--- src/rtl/syscall_dispatch.sv ---
// Syscall service dispatcher: decodes R1 on Syscall and runs LED, cycle-snapshot, pause or handshake services.
// Optional REQ watchdog is enabled by defining SYSCALL_TIMEOUT_EN.
module syscall_dispatch #(
  parameter int DATA_W      = 32,
  parameter int LED_W       = 32,
  parameter int CYC_W       = 32,
  parameter int TIMEOUT_CYC = 1023
) (
  input  logic              CLK,
  input  logic              RST_N,
  input  logic              Syscall,
  input  logic [DATA_W-1:0] R1,
  input  logic [DATA_W-1:0] R2,
  input  logic              Resume,
  input  logic [4:0]        Svc_Done,
  output logic [4:0]        Svc_Req,
  output logic [DATA_W-1:0] Svc_Arg,
  output logic              Stall,
  output logic [LED_W-1:0]  LedData,
  output logic [CYC_W-1:0]  Cycles,
  output logic              Pause,
  output logic              Bad_Svc,
  output logic              Timeout_Err
);

  typedef enum logic [1:0] {IDLE, REQ, PAUSED, ACK} state_t;

  localparam logic [DATA_W-1:0] SVC_KB_IN       = DATA_W'(16);
  localparam logic [DATA_W-1:0] SVC_SCREEN      = DATA_W'(32);
  localparam logic [DATA_W-1:0] SVC_BITMAP      = DATA_W'(33);
  localparam logic [DATA_W-1:0] SVC_LED         = DATA_W'(34);
  localparam logic [DATA_W-1:0] SVC_COPY_RAM    = DATA_W'(35);
  localparam logic [DATA_W-1:0] SVC_FRAME_FLUSH = DATA_W'(36);
  localparam logic [DATA_W-1:0] SVC_CYCLES      = DATA_W'(49);
  localparam logic [DATA_W-1:0] SVC_PAUSE       = DATA_W'(50);

  state_t             state, state_nx;
  logic [CYC_W-1:0]   cnt;
  logic               resume_q;
  logic [4:0]         req_sel;
  logic               is_led, is_cyc, is_pause;
  logic               stall_c, req_set, req_clr, led_we, cyc_we, bad_set, pause_set, pause_clr;
  logic               done_hit, resume_rise;

  // Full-width decode: any upper bit set makes the code unknown
  always_comb begin
    req_sel = '0;
    case (R1)
      SVC_KB_IN:       req_sel = 5'b00001;
      SVC_SCREEN:      req_sel = 5'b00010;
      SVC_BITMAP:      req_sel = 5'b00100;
      SVC_COPY_RAM:    req_sel = 5'b01000;
      SVC_FRAME_FLUSH: req_sel = 5'b10000;
      default:         req_sel = 5'b00000;
    endcase
  end

  assign is_led      = (R1 == SVC_LED);
  assign is_cyc      = (R1 == SVC_CYCLES);
  assign is_pause    = (R1 == SVC_PAUSE);
  assign done_hit    = |(Svc_Done & Svc_Req);
  assign resume_rise = Resume & ~resume_q;

`ifdef SYSCALL_TIMEOUT_EN
  localparam int TMR_W = $clog2(TIMEOUT_CYC + 1);
  logic [TMR_W-1:0] tmr;
  logic             tmo_hit, tmo_set;

  assign tmo_hit = (state == REQ) && (tmr == TMR_W'(TIMEOUT_CYC - 1));

  always_ff @(posedge CLK) begin
    if (!RST_N)              tmr <= '0;
    else if (req_set)        tmr <= '0;
    else if (state == REQ)   tmr <= tmr + TMR_W'(1);
  end

  always_ff @(posedge CLK) begin
    if (!RST_N)       Timeout_Err <= 1'b0;
    else if (tmo_set) Timeout_Err <= 1'b1;
  end
`else
  logic tmo_unused;
  assign tmo_unused  = (TIMEOUT_CYC != 0);
  assign Timeout_Err = 1'b0;
`endif

  always_ff @(posedge CLK) begin
    if (!RST_N) state <= IDLE;
    else        state <= state_nx;
  end

  always_comb begin
    state_nx  = state;
    stall_c   = 1'b0;
    req_set   = 1'b0;
    req_clr   = 1'b0;
    led_we    = 1'b0;
    cyc_we    = 1'b0;
    bad_set   = 1'b0;
    pause_set = 1'b0;
    pause_clr = 1'b0;
`ifdef SYSCALL_TIMEOUT_EN
    tmo_set   = 1'b0;
`endif
    case (state)
      IDLE: begin
        if (Syscall) begin
          if (|req_sel) begin
            stall_c  = 1'b1;
            req_set  = 1'b1;
            state_nx = REQ;
          end else if (is_pause) begin
            stall_c   = 1'b1;
            pause_set = 1'b1;
            state_nx  = PAUSED;
          end else if (is_led) begin
            led_we = 1'b1;
          end else if (is_cyc) begin
            cyc_we = 1'b1;
          end else begin
            bad_set = 1'b1;
          end
        end
      end
      REQ: begin
        stall_c = 1'b1;
        // Done at the watchdog limit still counts as a normal completion
        if (done_hit) begin
          req_clr  = 1'b1;
          state_nx = ACK;
        end
`ifdef SYSCALL_TIMEOUT_EN
        else if (tmo_hit) begin
          req_clr  = 1'b1;
          tmo_set  = 1'b1;
          state_nx = ACK;
        end
`endif
      end
      PAUSED: begin
        stall_c = 1'b1;
        if (resume_rise) begin
          pause_clr = 1'b1;
          state_nx  = ACK;
        end
      end
      ACK: begin
        state_nx = IDLE;
      end
      default: state_nx = IDLE;
    endcase
  end

  assign Stall = stall_c & RST_N;

  always_ff @(posedge CLK) begin
    if (!RST_N) begin
      Svc_Req  <= '0;
      Svc_Arg  <= '0;
      LedData  <= '0;
      Cycles   <= '0;
      cnt      <= '0;
      Pause    <= 1'b0;
      Bad_Svc  <= 1'b0;
      resume_q <= 1'b0;
    end else begin
      resume_q <= Resume;
      if (!Pause) cnt <= cnt + CYC_W'(1);
      if (req_set) begin
        Svc_Req <= req_sel;
        Svc_Arg <= R2;
      end else if (req_clr) begin
        Svc_Req <= '0;
      end
      if (led_we)         LedData <= R2[LED_W-1:0];
      if (cyc_we)         Cycles  <= cnt;
      if (pause_set)      Pause   <= 1'b1;
      else if (pause_clr) Pause   <= 1'b0;
      if (bad_set)        Bad_Svc <= 1'b1;
    end
  end

endmodule

--- config.mk ---
export PLATFORM = sky130hd
export DESIGN_NAME = syscall_dispatch
export DESIGN_NICKNAME = d
export VERILOG_FILES = /design/src/rtl/syscall_dispatch.sv
export SDC_FILE = /design/constraint.sdc
export NUM_CORES = 1
export LEC_CHECK = 0
export BUFFER_PORTS_ARGS = -buffer_cell sky130_fd_sc_hd__buf_2
export CAP_MARGIN = 30
export CELL_PAD_IN_SITES_DETAIL_PLACEMENT = 0
export CELL_PAD_IN_SITES_GLOBAL_PLACEMENT = 1
export CORE_ASPECT_RATIO = 0.6
export CORE_MARGIN = 2
export CORE_UTILIZATION = 25
export CTS_CLUSTER_SIZE = 10
export DETAILED_ROUTE_END_ITERATION = 10
export PLACE_DENSITY = 0.64
export SYNTH_ARGS = -nofsm -noshare
export SYNTH_HDL_FRONTEND = slang
export SYNTH_SLANG_ARGS = --single-unit
--- constraint.sdc ---
create_clock -name CLK -period 3.7 [get_ports CLK]
set_input_delay 0.555 -clock CLK [delete_from_list [all_inputs] [get_ports CLK]]
set_output_delay 0.555 -clock CLK [all_outputs]
set_load 0.03 [all_outputs]
==> metrics.md <==
| Metric | Value |
|---|---|
| Seq cells post-synth | roughly 140 |
| Setup Fix Bufs, Post-CTS | 0 |
| Die W | roughly 200 um |
| First-pass GRT wire length | between 20000 and 25000 um |
| Total gr overflow | 0 |
| Slew margin rel. | 51.3% |
| Fraction of synthesized area in multiplexers | 17.1% |
| Seq/Total Area, Yosys | between 40% and 50% |
| Fill cells | around 2.3k |
| Placed inst area | a little under 0.007 mm2 |
| Slew Viols, Final | 0 |
| Area growth syn-to-layout | 30.3% |
| Syn Area/Cell | around 9.9 um2 |
| CTS tree | built |
| CP Max Fanout | 7 |
| Fin Setup TNS | 0 ps |
| Hold slack final | roughly 380 ps |
| Hold-fix buffers, CTS | 0 |
| Worst-case clock buffer depth | 2 |
| WS Path Type | flip-flop to output pin |
| Synth top area share | around half |
| Total number of clock tree sinks | between 100 and 150 |
| CTS root buf | clkbuf_16 |
| Initial antenna violation count | 0 |
| Net Count, Synth | roughly 650 |
| Peak supply drop | 0.291 mV |
| Slew @ Worst Pin | around 730 ps |
| EDFF count, synth | 0 |
| Initial Utilization | about 26% |
| Leakage power | about 0.0030 uW |
| Vias in the first global route | around 4.3k |
| Cells after synthesis | 575 |
| Post-Synth XOR/XNOR Area | under 10% |
| Post_cts resized | 0 |
| Worst path arrival time | approximately 2200 ps |
| Ys Warns | 0 |
| Detailed Route WL | 14400 um |
| Async set or reset register ratio after synthesis | 0% |
| Num CTS Buffers | 17 |
| Multi-input gate area | approximately 0.0027 mm2 |
| Post-Synth Simple-Gate Area | around 21% |
| Syn Std Cell Area | ~0.0057 mm2 |
| Setup crit end kind | output pin |
| Pin count of the biggest net entering global routing | ~70 |
| All-layer global routing usage | between 10% and 20% |
| Worst skew pair latency | 420 ps |
| Worst setup SP type | flip-flop |
| Area share of fa/ha/maj cells after synthesis | approximately 1.1% |
| Die Y | between 100 and 150 um |
| Hpwl dp | between 9000 and 10000 um |
| Die area | ~0.024 mm2 |
| Max Fclk | between 0.3 and 0.4 GHz |
| Vias per cell | between 4 and 5 |
| Max Cap Viol | 0 |
| Hold Crit Class | input port to flip-flop |
| Post-route cell area | around 0.0075 mm2 |
| Post-route ant nets | 0 |
| Drt pass-1 iters | 4 |
| Hold Vio Cnt, Final | 0 |
| Synth top area cells | dfxtp_1 48%, mux2i_1 17%, nor2_1 8.5% |
| # DRC | 0 |
| Port Buffers | between 150 and 200 |
| Vias post-DR | roughly 4.5k |
| Ant diodes | 0 |
| H-tree depth | 4 |
| Unique cell type count in the Yosys netlist | 50 |
| Final min period | roughly 2800 ps |
| Status | completed |
| Tcrit/Tclk final | around 74% |
| Worst Path Required | between 3000 and 4000 ps |
| Main combinational cell family by area after synthesis | simple AND/OR/NAND/NOR gates |
| Std-Cell Core Area | roughly 0.022 mm2 |
| Ys flop type | dfxtp_1 |
| Unrepaired setup endpoints after global routing | false |
| Nets@finish | about 800 |
| Reg clk slew, reported paths | around 60 ps |
| PD cells | roughly 460 mW/mm2 |
| Yosys top cell by area | dfxtp_1 |
| Iter 0 DRT Violations | between 200 and 250 |
| GPL Wtd Cong | about 0.76 |
| # IOs | 178 |
| Clk_skew | ~11 ps |
| Rows | 42 |
| Synth Area in Compound Gates | approximately 4.8% |
| Final setup viols | 0 |
| Register Area | approximately 0.0028 mm2 |
| Wire per inst | approximately 14 um |
| Share of layout cells above drive strength 1 | 30.4% |
## area by class of cell
type,count,share of cell area (%)
Tap cell,308,5.17
Clock buffer,19,5.94
Multi-Input combinational cell,396,36.5
Clock inverter,13,2.53
Timing Repair Buffer,180,12.2
Inverter,10,0.537
Sequential cell,138,37.1
## cell usage after synthesis, types with 2 or more instances
cell type  instances
a211oi_1           2
a21oi_1           10
a31o_2             2
a31oi_1            3
and3_1             3
and3b_1            2
and4_1             4
buf_6             10
clkbuf_1          19
dfxtp_1          138
ha_1               5
inv_1              9
mux2i_1           98
nand2_1           19
nand3_1           11
nand4_1           11
nand4_4            2
nor2_1           130
nor2b_1            2
nor3_1             9
nor4_1             8
nor4_2             6
nor4_4             2
nor4b_1            3
o21a_1             4
o21ai_0           12
or3_1              5
xnor2_1           17
xor2_1             8
## worst max-delay path: stages (launching register included)
cell and delay, ps:
dfxtp_1 320, inv_1 100, ha_1 290, nand2_1 270, nor3_1 290, a21oi_1 120
nor3_1 160, buf_2 230
## registers in the layout, indices dropped and copies added (netlist names)
| signal | cells |
|---|---|
| Svc_Arg | 32 |
| Bad_Svc | 1 |
| Svc_Req | 5 |
| Cycles | 32 |
| cnt | 32 |
| state | 2 |
| LedData | 32 |
| Pause | 1 |
| resume_q | 1 |
## per-layer routing
layer  vias up  track usage, %  routed length (um)
li1       2339               -                   -
met1      2057            17.4                7590
met2       136            16.5                5610
met3         7            4.92                1140
met4         0            4.06                  93
met5         -               0                   0
## kinds of logic (layout without fill, tap and decap cells)
kind of cell             Yosys count  count (layout)
multiplexers                      98              98
other                              1               1
buffers and inverters             41             222
XOR/XNOR                          25              25
AND/OR/NAND/NOR                  227             227
flip-flops                       138             138
AO/OA/AOI/OAI                     40              40
adder cells (fa/ha/maj)            5               5
## metrics by stage
step                cells  total power, uW  setup slack [ps]  util, %
finish               1064             3430               946     33.5
global route         1064             3580               769     33.5
CTS                  1064             3500               908     33.5
detailed placement   1032             1640               971     30.7
global placement     1032             1640              1010     30.7
floorplan             575             1570              1020        -
## power by group
part / total, uW / leakage [uW] / switching [uW] / internal (uW)
Combinational: 110 / 0.00155 / 67.9 / 41.9
Clock: 1830 / 0.000304 / 675 / 1150
Sequential: 1490 / 0.00111 / 4.42 / 1490
## layout by cell type (no fill, tap or decap), drive strengths merged, types with 2 or more instances in the layout
| cell type | netlist | layout |
|---|---|---|
| nor3 | 10 | 10 |
| clkinvlp | 0 | 2 |
| a31oi | 3 | 3 |
| o21a | 4 | 4 |
| a211oi | 2 | 2 |
| nor2 | 130 | 130 |
| buf | 12 | 180 |
| nor4b | 5 | 5 |
| o21ai | 12 | 12 |
| inv | 9 | 13 |
| nor4 | 16 | 16 |
| clkinv | 1 | 4 |
| bufinv | 0 | 4 |
| xnor2 | 17 | 17 |
| a21oi | 10 | 10 |
| clkbuf | 19 | 19 |
| and3b | 2 | 2 |
| nand3 | 11 | 11 |
| a31o | 2 | 2 |
| or3 | 5 | 5 |
| dfxtp | 138 | 138 |
| ha | 5 | 5 |
| and4 | 4 | 4 |
| mux2i | 98 | 98 |
| nor2b | 2 | 2 |
| nand2 | 20 | 20 |
| and3 | 3 | 3 |
| xor2 | 8 | 8 |
| nand4 | 13 | 13 |
## worst paths after layout
kind	cells after the start	to	start	slack [ps]
min reg2reg	2	Svc_Req[1]	Svc_Req[1]	470
min	2	resume_q	Resume	380
max reg2reg	7	Svc_Arg[26]	state[0]	1380
max	7	Stall	state[0]	950
Note: power is estimated with default switching activity, not from simulation.
